===== src/rtl/sprite_pkg.sv =====
// Shared constants, key codes and enums for the sprite collision probe.
package sprite_pkg;

    localparam logic [7:0] KEY_LEFT  = 8'h04;
    localparam logic [7:0] KEY_RIGHT = 8'h07;
    localparam logic [7:0] KEY_DOWN  = 8'h16;
    localparam logic [7:0] KEY_UP    = 8'h1A;

    localparam int unsigned SCREEN_W    = 640;
    localparam int unsigned SCREEN_H    = 480;
    localparam int unsigned MAP_W_TILES = 80;

    typedef enum logic [2:0] {DIR_NONE, DIR_LEFT, DIR_RIGHT, DIR_UP, DIR_DOWN} dir_e;

    typedef enum logic [2:0] {IDLE, LATCH, ISSUE, WAIT, CHECK, DONE} state_e;

    function automatic dir_e decode_key(input logic [7:0] key);
        case (key)
            KEY_LEFT:  return DIR_LEFT;
            KEY_RIGHT: return DIR_RIGHT;
            KEY_DOWN:  return DIR_DOWN;
            KEY_UP:    return DIR_UP;
            default:   return DIR_NONE;
        endcase
    endfunction

endpackage


===== src/rtl/probe_addr_calc.sv =====
// Combinational probe point: pixel coordinates, screen-bounds test and wall-map tile address.
module probe_addr_calc
    import sprite_pkg::*;
#(
    parameter int unsigned TILE_SHIFT = 3,
    parameter int unsigned STEP       = 2
) (
    input  dir_e               dir,
    input  logic [9:0]         x,
    input  logic [9:0]         y,
    input  logic [9:0]         s,
    input  logic signed [11:0] o,
    output logic signed [11:0] px,
    output logic signed [11:0] py,
    output logic               out_of_bounds,
    output logic [12:0]        addr
);

    localparam logic signed [11:0] STEP_S = 12'(STEP);
    localparam logic signed [11:0] W_S    = 12'(SCREEN_W);
    localparam logic signed [11:0] H_S    = 12'(SCREEN_H);

    logic signed [11:0] xs, ys, ss;
    logic [12:0] tx, ty;

    assign xs = signed'({2'b00, x});
    assign ys = signed'({2'b00, y});
    assign ss = signed'({2'b00, s});

    always_comb begin
        px = xs;
        py = ys;
        case (dir)
            DIR_LEFT:  begin px = xs - ss - STEP_S; py = ys + o; end
            DIR_RIGHT: begin px = xs + ss + STEP_S; py = ys + o; end
            DIR_UP:    begin px = xs + o; py = ys - ss - STEP_S; end
            DIR_DOWN:  begin px = xs + o; py = ys + ss + STEP_S; end
            default:   begin px = xs; py = ys; end
        endcase
    end

    assign out_of_bounds = (px < 0) || (py < 0) || (px >= W_S) || (py >= H_S);

    assign tx = {1'b0, px} >> TILE_SHIFT;
    assign ty = {1'b0, py} >> TILE_SHIFT;
    // row * 80 as (row << 6) + (row << 4); only meaningful when in bounds
    assign addr = (ty << 6) + (ty << 4) + tx;

endmodule


===== src/rtl/sprite_collision_probe.sv =====
// Scans the sprite's leading edge against the wall-tile map once per frame tick
// and reports whether the next step in the key direction would hit a wall.
module sprite_collision_probe
    import sprite_pkg::*;
#(
    parameter int unsigned TILE_SHIFT = 3,
    parameter int unsigned STEP       = 2,
    parameter int unsigned READ_LAT   = 2
) (
    input  logic        Clk,
    input  logic        Reset,
    input  logic        frame_clk,
    input  logic [7:0]  keycode,
    input  logic [9:0]  spriteX,
    input  logic [9:0]  spriteY,
    input  logic [9:0]  spriteS,
    output logic [12:0] mem_addr,
    output logic        mem_rd,
    input  logic        mem_data,
    output logic        collision,
    output logic        busy,
    output logic        scan_done,
    output logic        overrun
);

    localparam logic signed [11:0] TILE      = 12'(1 << TILE_SHIFT);
    localparam logic [7:0]         WAIT_LAST = 8'(READ_LAT - 1);

    state_e             state;
    dir_e               dir_q;
    logic [9:0]         x_q, y_q, s_q;
    logic signed [11:0] o_q;
    logic               last_q;
    logic               result_q;
    logic [7:0]         wait_cnt;
    logic [12:0]        addr_q;
    logic [2:0]         frame_sync;
    logic               frame_rise;

    logic signed [11:0] probe_px, probe_py;
    logic               probe_oob;
    logic [12:0]        probe_addr;
    logic               unused_probe_xy;

    probe_addr_calc #(
        .TILE_SHIFT (TILE_SHIFT),
        .STEP       (STEP)
    ) u_calc (
        .dir           (dir_q),
        .x             (x_q),
        .y             (y_q),
        .s             (s_q),
        .o             (o_q),
        .px            (probe_px),
        .py            (probe_py),
        .out_of_bounds (probe_oob),
        .addr          (probe_addr)
    );

    assign unused_probe_xy = ^{probe_px, probe_py};

    // Two sync flops plus one history flop for edge detection
    always_ff @(posedge Clk or posedge Reset) begin
        if (Reset) begin
            frame_sync <= 3'b000;
        end else begin
            frame_sync <= {frame_sync[1:0], frame_clk};
        end
    end

    assign frame_rise = frame_sync[1] & ~frame_sync[2];

    // The read strobe must coincide with the address decision made in ISSUE
    assign mem_rd   = (state == ISSUE) && !probe_oob;
    assign mem_addr = (state == ISSUE) ? probe_addr : addr_q;

    always_ff @(posedge Clk or posedge Reset) begin
        if (Reset) begin
            state     <= IDLE;
            dir_q     <= DIR_NONE;
            x_q       <= '0;
            y_q       <= '0;
            s_q       <= '0;
            o_q       <= '0;
            last_q    <= 1'b0;
            result_q  <= 1'b0;
            wait_cnt  <= '0;
            addr_q    <= '0;
            collision <= 1'b0;
            busy      <= 1'b0;
            scan_done <= 1'b0;
            overrun   <= 1'b0;
        end else begin
            scan_done <= 1'b0;
            if (frame_rise && state != IDLE) begin
                overrun <= 1'b1;
            end
            case (state)
                IDLE: begin
                    if (frame_rise) begin
                        state <= LATCH;
                        busy  <= 1'b1;
                    end
                end
                LATCH: begin
                    x_q    <= spriteX;
                    y_q    <= spriteY;
                    s_q    <= spriteS;
                    dir_q  <= decode_key(keycode);
                    o_q    <= -signed'({2'b00, spriteS});
                    last_q <= (spriteS == 10'd0);
                    if (decode_key(keycode) == DIR_NONE) begin
                        result_q <= 1'b0;
                        state    <= DONE;
                    end else begin
                        state <= ISSUE;
                    end
                end
                ISSUE: begin
                    if (probe_oob) begin
                        result_q <= 1'b1;
                        state    <= DONE;
                    end else begin
                        addr_q   <= probe_addr;
                        wait_cnt <= '0;
                        state    <= WAIT;
                    end
                end
                WAIT: begin
                    if (wait_cnt == WAIT_LAST) begin
                        state <= CHECK;
                    end else begin
                        wait_cnt <= wait_cnt + 8'd1;
                    end
                end
                CHECK: begin
                    if (mem_data) begin
                        result_q <= 1'b1;
                        state    <= DONE;
                    end else if (last_q) begin
                        result_q <= 1'b0;
                        state    <= DONE;
                    end else begin
                        // Clamp the final probe onto the far corner of the edge
                        if (o_q + TILE >= signed'({2'b00, s_q})) begin
                            o_q    <= signed'({2'b00, s_q});
                            last_q <= 1'b1;
                        end else begin
                            o_q <= o_q + TILE;
                        end
                        state <= ISSUE;
                    end
                end
                DONE: begin
                    collision <= result_q;
                    scan_done <= 1'b1;
                    busy      <= 1'b0;
                    state     <= IDLE;
                end
                default: state <= IDLE;
            endcase
        end
    end

endmodule

===== config.mk =====
export PLATFORM = sky130hd
export DESIGN_NAME = sprite_collision_probe
export DESIGN_NICKNAME = d
export VERILOG_FILES = /design/src/rtl/sprite_pkg.sv /design/src/rtl/probe_addr_calc.sv /design/src/rtl/sprite_collision_probe.sv
export SDC_FILE = /design/constraint.sdc
export NUM_CORES = 1
export LEC_CHECK = 0
export ABC_AREA = 1
export CAP_MARGIN = 40
export CORE_MARGIN = 3
export CORE_UTILIZATION = 50
export DETAILED_ROUTE_END_ITERATION = 8
export GPL_TIMING_DRIVEN = 0
export PLACE_DENSITY_LB_ADDON = 0.05
export SLEW_MARGIN = 10
export SYNTH_ARGS = -nofsm -noshare
export SYNTH_HDL_FRONTEND = slang
export SYNTH_SLANG_ARGS = --single-unit
export TNS_END_PERCENT = 5

===== constraint.sdc =====
create_clock -name Clk -period 6.25 [get_ports Clk]
set_clock_uncertainty 0.2 [all_clocks]
set_input_delay 0.9375 -clock Clk [delete_from_list [all_inputs] [get_ports Clk]]
set_output_delay 0.9375 -clock Clk [all_outputs]
set_load 0.02 [all_outputs]

# ---- Yosys cells after proc, flatten, opt, wreduce, memory -nomap -nowiden
# Cells that the tools add are included.
dict set report classes {
  n_bitwise 3
  n_addsub 15
  order_cmp 5
  mux 31
  reduce_logical 23
  eq_ne 23
}
# op count
set op_table {}
lappend op_table {{12-bit case mux with 3 select lines} 2}
lappend op_table {{12-bit 2-to-1 mux} 3}
lappend op_table {{11-bit by 12-bit adder with 12-bit output} 2}
lappend op_table {{12-bit by 3-bit adder with 12-bit output (second input constant)} 2}
lappend op_table {{12-bit by 1-bit < comparator with 1-bit output (second input constant)} 2}
lappend op_table {{12-bit case mux with 2 select lines} 1}
lappend op_table {{12-bit by 3-bit subtractor with 12-bit output (second input constant)} 2}
lappend op_table {{10-bit by 10-bit adder with 11-bit output} 2}
lappend op_table {{10-bit by 10-bit subtractor with 11-bit output} 2}
lappend op_table {{3-bit 2-to-1 mux} 7}
lappend op_table {{8-bit by 3-bit == test with 1-bit output (second input constant)} 2}
lappend op_table {{8-bit by 5-bit == test with 1-bit output (second input constant)} 2}
lappend op_table {{8-bit 2-to-1 mux} 2}
lappend op_table {{2-bit != test (second input constant)} 8}
lappend op_table {{8-bit case mux with 2 select lines} 1}
lappend op_table {{3-bit case mux with 5 select lines} 1}
lappend op_table {{13-bit adder} 1}
lappend op_table {{13-bit by 9-bit adder with 13-bit output} 1}
lappend op_table {{13-bit 2-to-1 mux} 1}
lappend op_table {{12-bit by 5-bit adder with 12-bit output (second input constant)} 1}
lappend op_table {{3-bit by 2-bit == test with 1-bit output (second input constant)} 4}
lappend op_table {{12-bit by 10-bit >= comparator with 1-bit output (second input constant)} 1}
lappend op_table {{12-bit by 11-bit >= comparator with 1-bit output} 1}
lappend op_table {{12-bit by 11-bit >= comparator with 1-bit output (second input constant)} 1}
lappend op_table {{23 further kinds} 48}
dict set report totals {
  regBits 78
  inputBits 42
  output_inout_bits 18
  wordCells 115
}

# ---- Longest topological paths before layout
dict set report logic_depth {
  ltp_word 9
  depth_mapped 32
  depth_no_buf 32
}

# ---- By module
# A second synthesis with hierarchy kept.
dict set report hier_totals {
  hier_cells 1438
  area_unflattened_um2 9203.8
}
# mod seq_area_each_um2 cells_each area_per_inst_um2 n_inst
set modules_own_cells {}
lappend modules_own_cells {probe_addr_calc 0.0 884 4914.7 1}
lappend modules_own_cells {sprite_collision_probe 1951.9 554 4289.1 1}

# ---- Least setup slack after synthesis
# OpenSTA, ideal clock, no wires.
dict set report synth_path {
  kind {reg2out}
  start {register s_q[0]}
  end {output port mem_addr[12]}
  setup_slack_ns 0.664
  path_stages_with_launch 28
  n_path_buf 0
  required_ns 5.112
  arrival_ns 4.448
  path_cell_list {dfrtp_1 > ha_1 > fa_1 > xnor2_1 > ha_1 > nand3_1 > nor2_2 > nand2_1 > nor2_2 > nand2_1 > nand2_1 > nand3_1 > nand3_1 > nand2_1 > fa_1 > inv_1 > ha_1 > nand3_1 > nand2_1 > a21oi_1 > o21bai_1 > a21oi_1 > o21bai_1 > xor2_1 > nand3_1 > nand2_1 > inv_1 > o21ai_0}
}
dict set report synth_between {
  elab_chain_len 6
  word_cells_on_any_way 13
  cone_classes {add/sub: 10; mux: 3}
}
# element line_no
set synth_lines {}
lappend synth_lines {{start: declaration} sprite_collision_probe.sv:31} ;# logic [9:0] x_q, y_q, s_q;
lappend synth_lines {{start signal: assignment} sprite_collision_probe.sv:108} ;# s_q <= spriteS;
lappend synth_lines {{10-bit by 10-bit adder with 11-bit output / 10-bit by 10-bit subtractor with 11-bit output (equally long branches)} {probe_addr_calc.sv:37, probe_addr_calc.sv:36}}
lappend synth_lines {{12-bit by 3-bit adder with 12-bit output / 12-bit by 3-bit subtractor with 12-bit output (equally long branches)} {probe_addr_calc.sv:37, probe_addr_calc.sv:36}}
lappend synth_lines {{12-bit case mux with 3 select lines} probe_addr_calc.sv:33} ;# case (dir)
lappend synth_lines {{13-bit adder} probe_addr_calc.sv:47} ;# assign addr = (ty << 6) + (ty << 4) + tx;
lappend synth_lines {{13-bit by 9-bit adder with 13-bit output (*)} probe_addr_calc.sv:47}
lappend synth_lines {{13-bit 2-to-1 mux (*)} sprite_collision_probe.sv:75} ;# assign mem_addr = (state == ISSUE) ? probe_addr : addr_q;
lappend synth_lines {{end: declaration} sprite_collision_probe.sv:17} ;# output logic [12:0] mem_addr,
# Mark *: on every way between the ends. The rest lies on a longest branch, timed or not.

# ---- Worst setup path in the final report
dict set report layout_path {
  start {register s_q[1]}
  end {output port mem_addr[12]}
}
# The elaborated chain is that of the path after synthesis.

==> results_dict.tcl <==
set metrics [dict create \
    status "complete, no violations" \
    drt_iter0_drc 504 \
    grt_max_degree 41 \
    cts_buffers 9 \
    vias 9149 \
    clock_latency_ps 350 \
    cp.arrival_ps 4980 \
    crit_required_ps 5110 \
    synth_area_per_cell_sq_um 6.54 \
    start_util_pct 51.1 \
    dr.pass1.iters 6 \
    grt_overflow 0 \
    finalSetupTns_ps 0 \
    htree_levels 3 \
    fmax_mhz 164 \
    grt_pass1_vias 8628 \
    hold_buffers 0 \
    clk_path_buf_depth 2 \
    fin_crit_sh_pct 97.8 \
    critical_path.top_delay_family "simple AND/OR/NAND/NOR gates" \
    layout_min_cycle_time_ps 6110 \
    drive_gt1_share_pct 16.2 \
    dp.cells 1643 \
    slowest_delay_ps 460 \
    worstSetupEndpointType "output port" \
    postSynthCellCount 1358 \
    die_area_sq_um 19400 \
    synth_cell_types 55 \
    worst_slew_pin_slew_ps 804 \
    gp_congestion 0.962 \
    rsz0062_at_grt "yes" \
    critPathSlowestCell "dfrtp_2" \
    yosysWarningCount 0 \
    synth-seq-area-share_pct 22.0 \
    cp_common_cell "nand3_1" \
    synth_nets 1500 \
    area_delta_synth_final_pct 21.0 \
    die_x_um 139 \
    port_buffers 59 \
    antenna_found_initial 0 \
    totalWireLength_mm 27.3 \
    synth_edf_count 0 \
    io_pins 60 \
    maxCapViolCount 0 \
    slew_headroom_pct 46.4 \
    worst_hold_path_type "reg -> reg" \
    ant_nets 0 \
    num_rows 48 \
    cts_root_buffer "clkbuf_16" \
    grt_use_total_pct 28.1 \
    finalHoldViolations 0 \
    path_clk_slew_ps 60 \
    wl_per_cell_um 16.2 \
    fin_cells 1680 \
    yosys_register_bits 78 \
    cp_num_buf_inv 4 \
    drv_slew 0 \
    crit_path_max_fanout 4 \
    fp.dieH_um 139 \
    drt-vias-per-instance 5.45 \
    critical_path.startpoint_type "register" \
    antenna_cells 0 \
    dp_hpwl_mm 21.8 \
    fill_cells 1722 \
    grt_first_pass_wirelength_mm 44.1 \
    critical_path_class "reg -> out" \
    clock-sinks 78 \
    syn-cell-area_sq_um 8880 \
    drc 0 \
    setup-violations-final 0 \
    synth-main-ff-cell "dfrtp_1" \
    cts_tree "done" \
    final_nets 1592 \
    synth-async-reset-ratio_pct 100 \
    core_sq_um 17400 \
]
==> worst register-to-register path: cells and delay by family (launching register included) <==
family	cells	cell delay, ps
simple gates	13	1600
fa+ha+maj	3	1000
compound gates	7	880
flops	1	460
buf+inv	3	350
xor+xnor	1	200
==> final timing paths <==
kind                                    start            end  slack, ps  cells past startpoint
worst min-delay path            frame_sync[0]  frame_sync[1]        150                      0
worst max register to register         s_q[1]     addr_q[12]       1480                     27
min in group asynchronous               Reset      addr_q[8]        780                      2
worst max-delay path                   s_q[1]   mem_addr[12]        140                     28
max in group asynchronous               Reset         y_q[0]       4440                      3
worst min register to register  frame_sync[0]  frame_sync[1]        150                      0
==> through the flow <==
stage / util, % / setup slack (ps) / cell area [sq um] / hold slack, ps
after global routing: 61.9 / -154 / 10700 / 165
final: 61.9 / 136 / 10700 / 155
after floorplan: - / 664 / 8880 / 131
after detailed placement: 56.3 / -623 / 9780 / 146
after global placement: 56.2 / -592 / 9750 / 136
after CTS: 58.6 / -227 / 10200 / 161
==> layer usage <==
| layer | part of all wire (%) | track usage, % |
|---|---|---|
| met5 | 0 | 0 |
| met4 | 3.2 | 9.89 |
| met3 | 5.4 | 2.99 |
| met2 | 46 | 45.5 |
| met1 | 45 | 39.2 |
==> sequential cells by signal, indices dropped and copies added (netlist names) <==
signal      flops
addr_q         13
busy            1
collision       1
dir_q           3
frame_sync      3
last_q          1
o_q            12
overrun         1
result_q        1
s_q            10
scan_done       1
state           3
wait_cnt        8
x_q            10
y_q            10
==> logic make-up (layout without fill, tap and decap cells) <==
kind of cell	count (synthesis)	in the layout	share of synthesized area (%)
buffers and inverters	244	341	11.2
multiplexers	1	1	0.127
AND/OR/NAND/NOR	693	693	34.9
XOR/XNOR	22	22	2.26
adder cells (fa/ha/maj)	100	100	14.9
flip-flops	78	78	22.0
AO/OA/AOI/OAI	220	220	14.5
==> synth_stat cells, drive strengths merged, types with 10 or more instances <==
master  count  area [sq um]
xor2       19           174
a21oi      71           408
nand2     393          1520
nand3     130           708
nor3       18           124
nand4      29           181
fa         10           200
clkbuf     14          53.8
ha         90          1130
inv       211           802
o21ai     112           606
nor2       97           399
buf        14           120
or2        12          75.1
dfrtp      78          1950
==> timing repair <==
action	4_1_cts	5_1_grt
setup endpoints to repair	6	7
setup buffers	3	18
hold endpoints to repair	0	0
gates resized for setup	21	120
pin swaps	2	33
==> placed cells by master (no fill, tap or decap), types with 17 or more instances in the layout <==
master and n:
inv_2 21, ha_1 78, a21oi_1 55, nand2_1 362, buf_4 24, clkdlybuf4s50_1 55
nor2_1 77, o21ai_0 96, nand2_2 26, dfrtp_1 68, xor2_1 17, nand3_1 106
nand4_1 29, inv_1 180
==> area by class of cell <==
class | instances | area [sq um] | area share [%]
multi-input cells | 1036 | 6370 | 59.4
flip-flops and latches | 78 | 1960 | 18.3
inverters | 216 | 841 | 7.83
repair buffers | 81 | 777 | 7.23
well taps | 225 | 282 | 2.62
clock buffers | 9 | 225 | 2.10
plain buffers | 28 | 174 | 1.62
clock inverters | 7 | 103 | 0.955
Power is left out: the tool's default activity adds up to more than one toggle a clock period on the data nets, which glitch-free logic cannot reach.
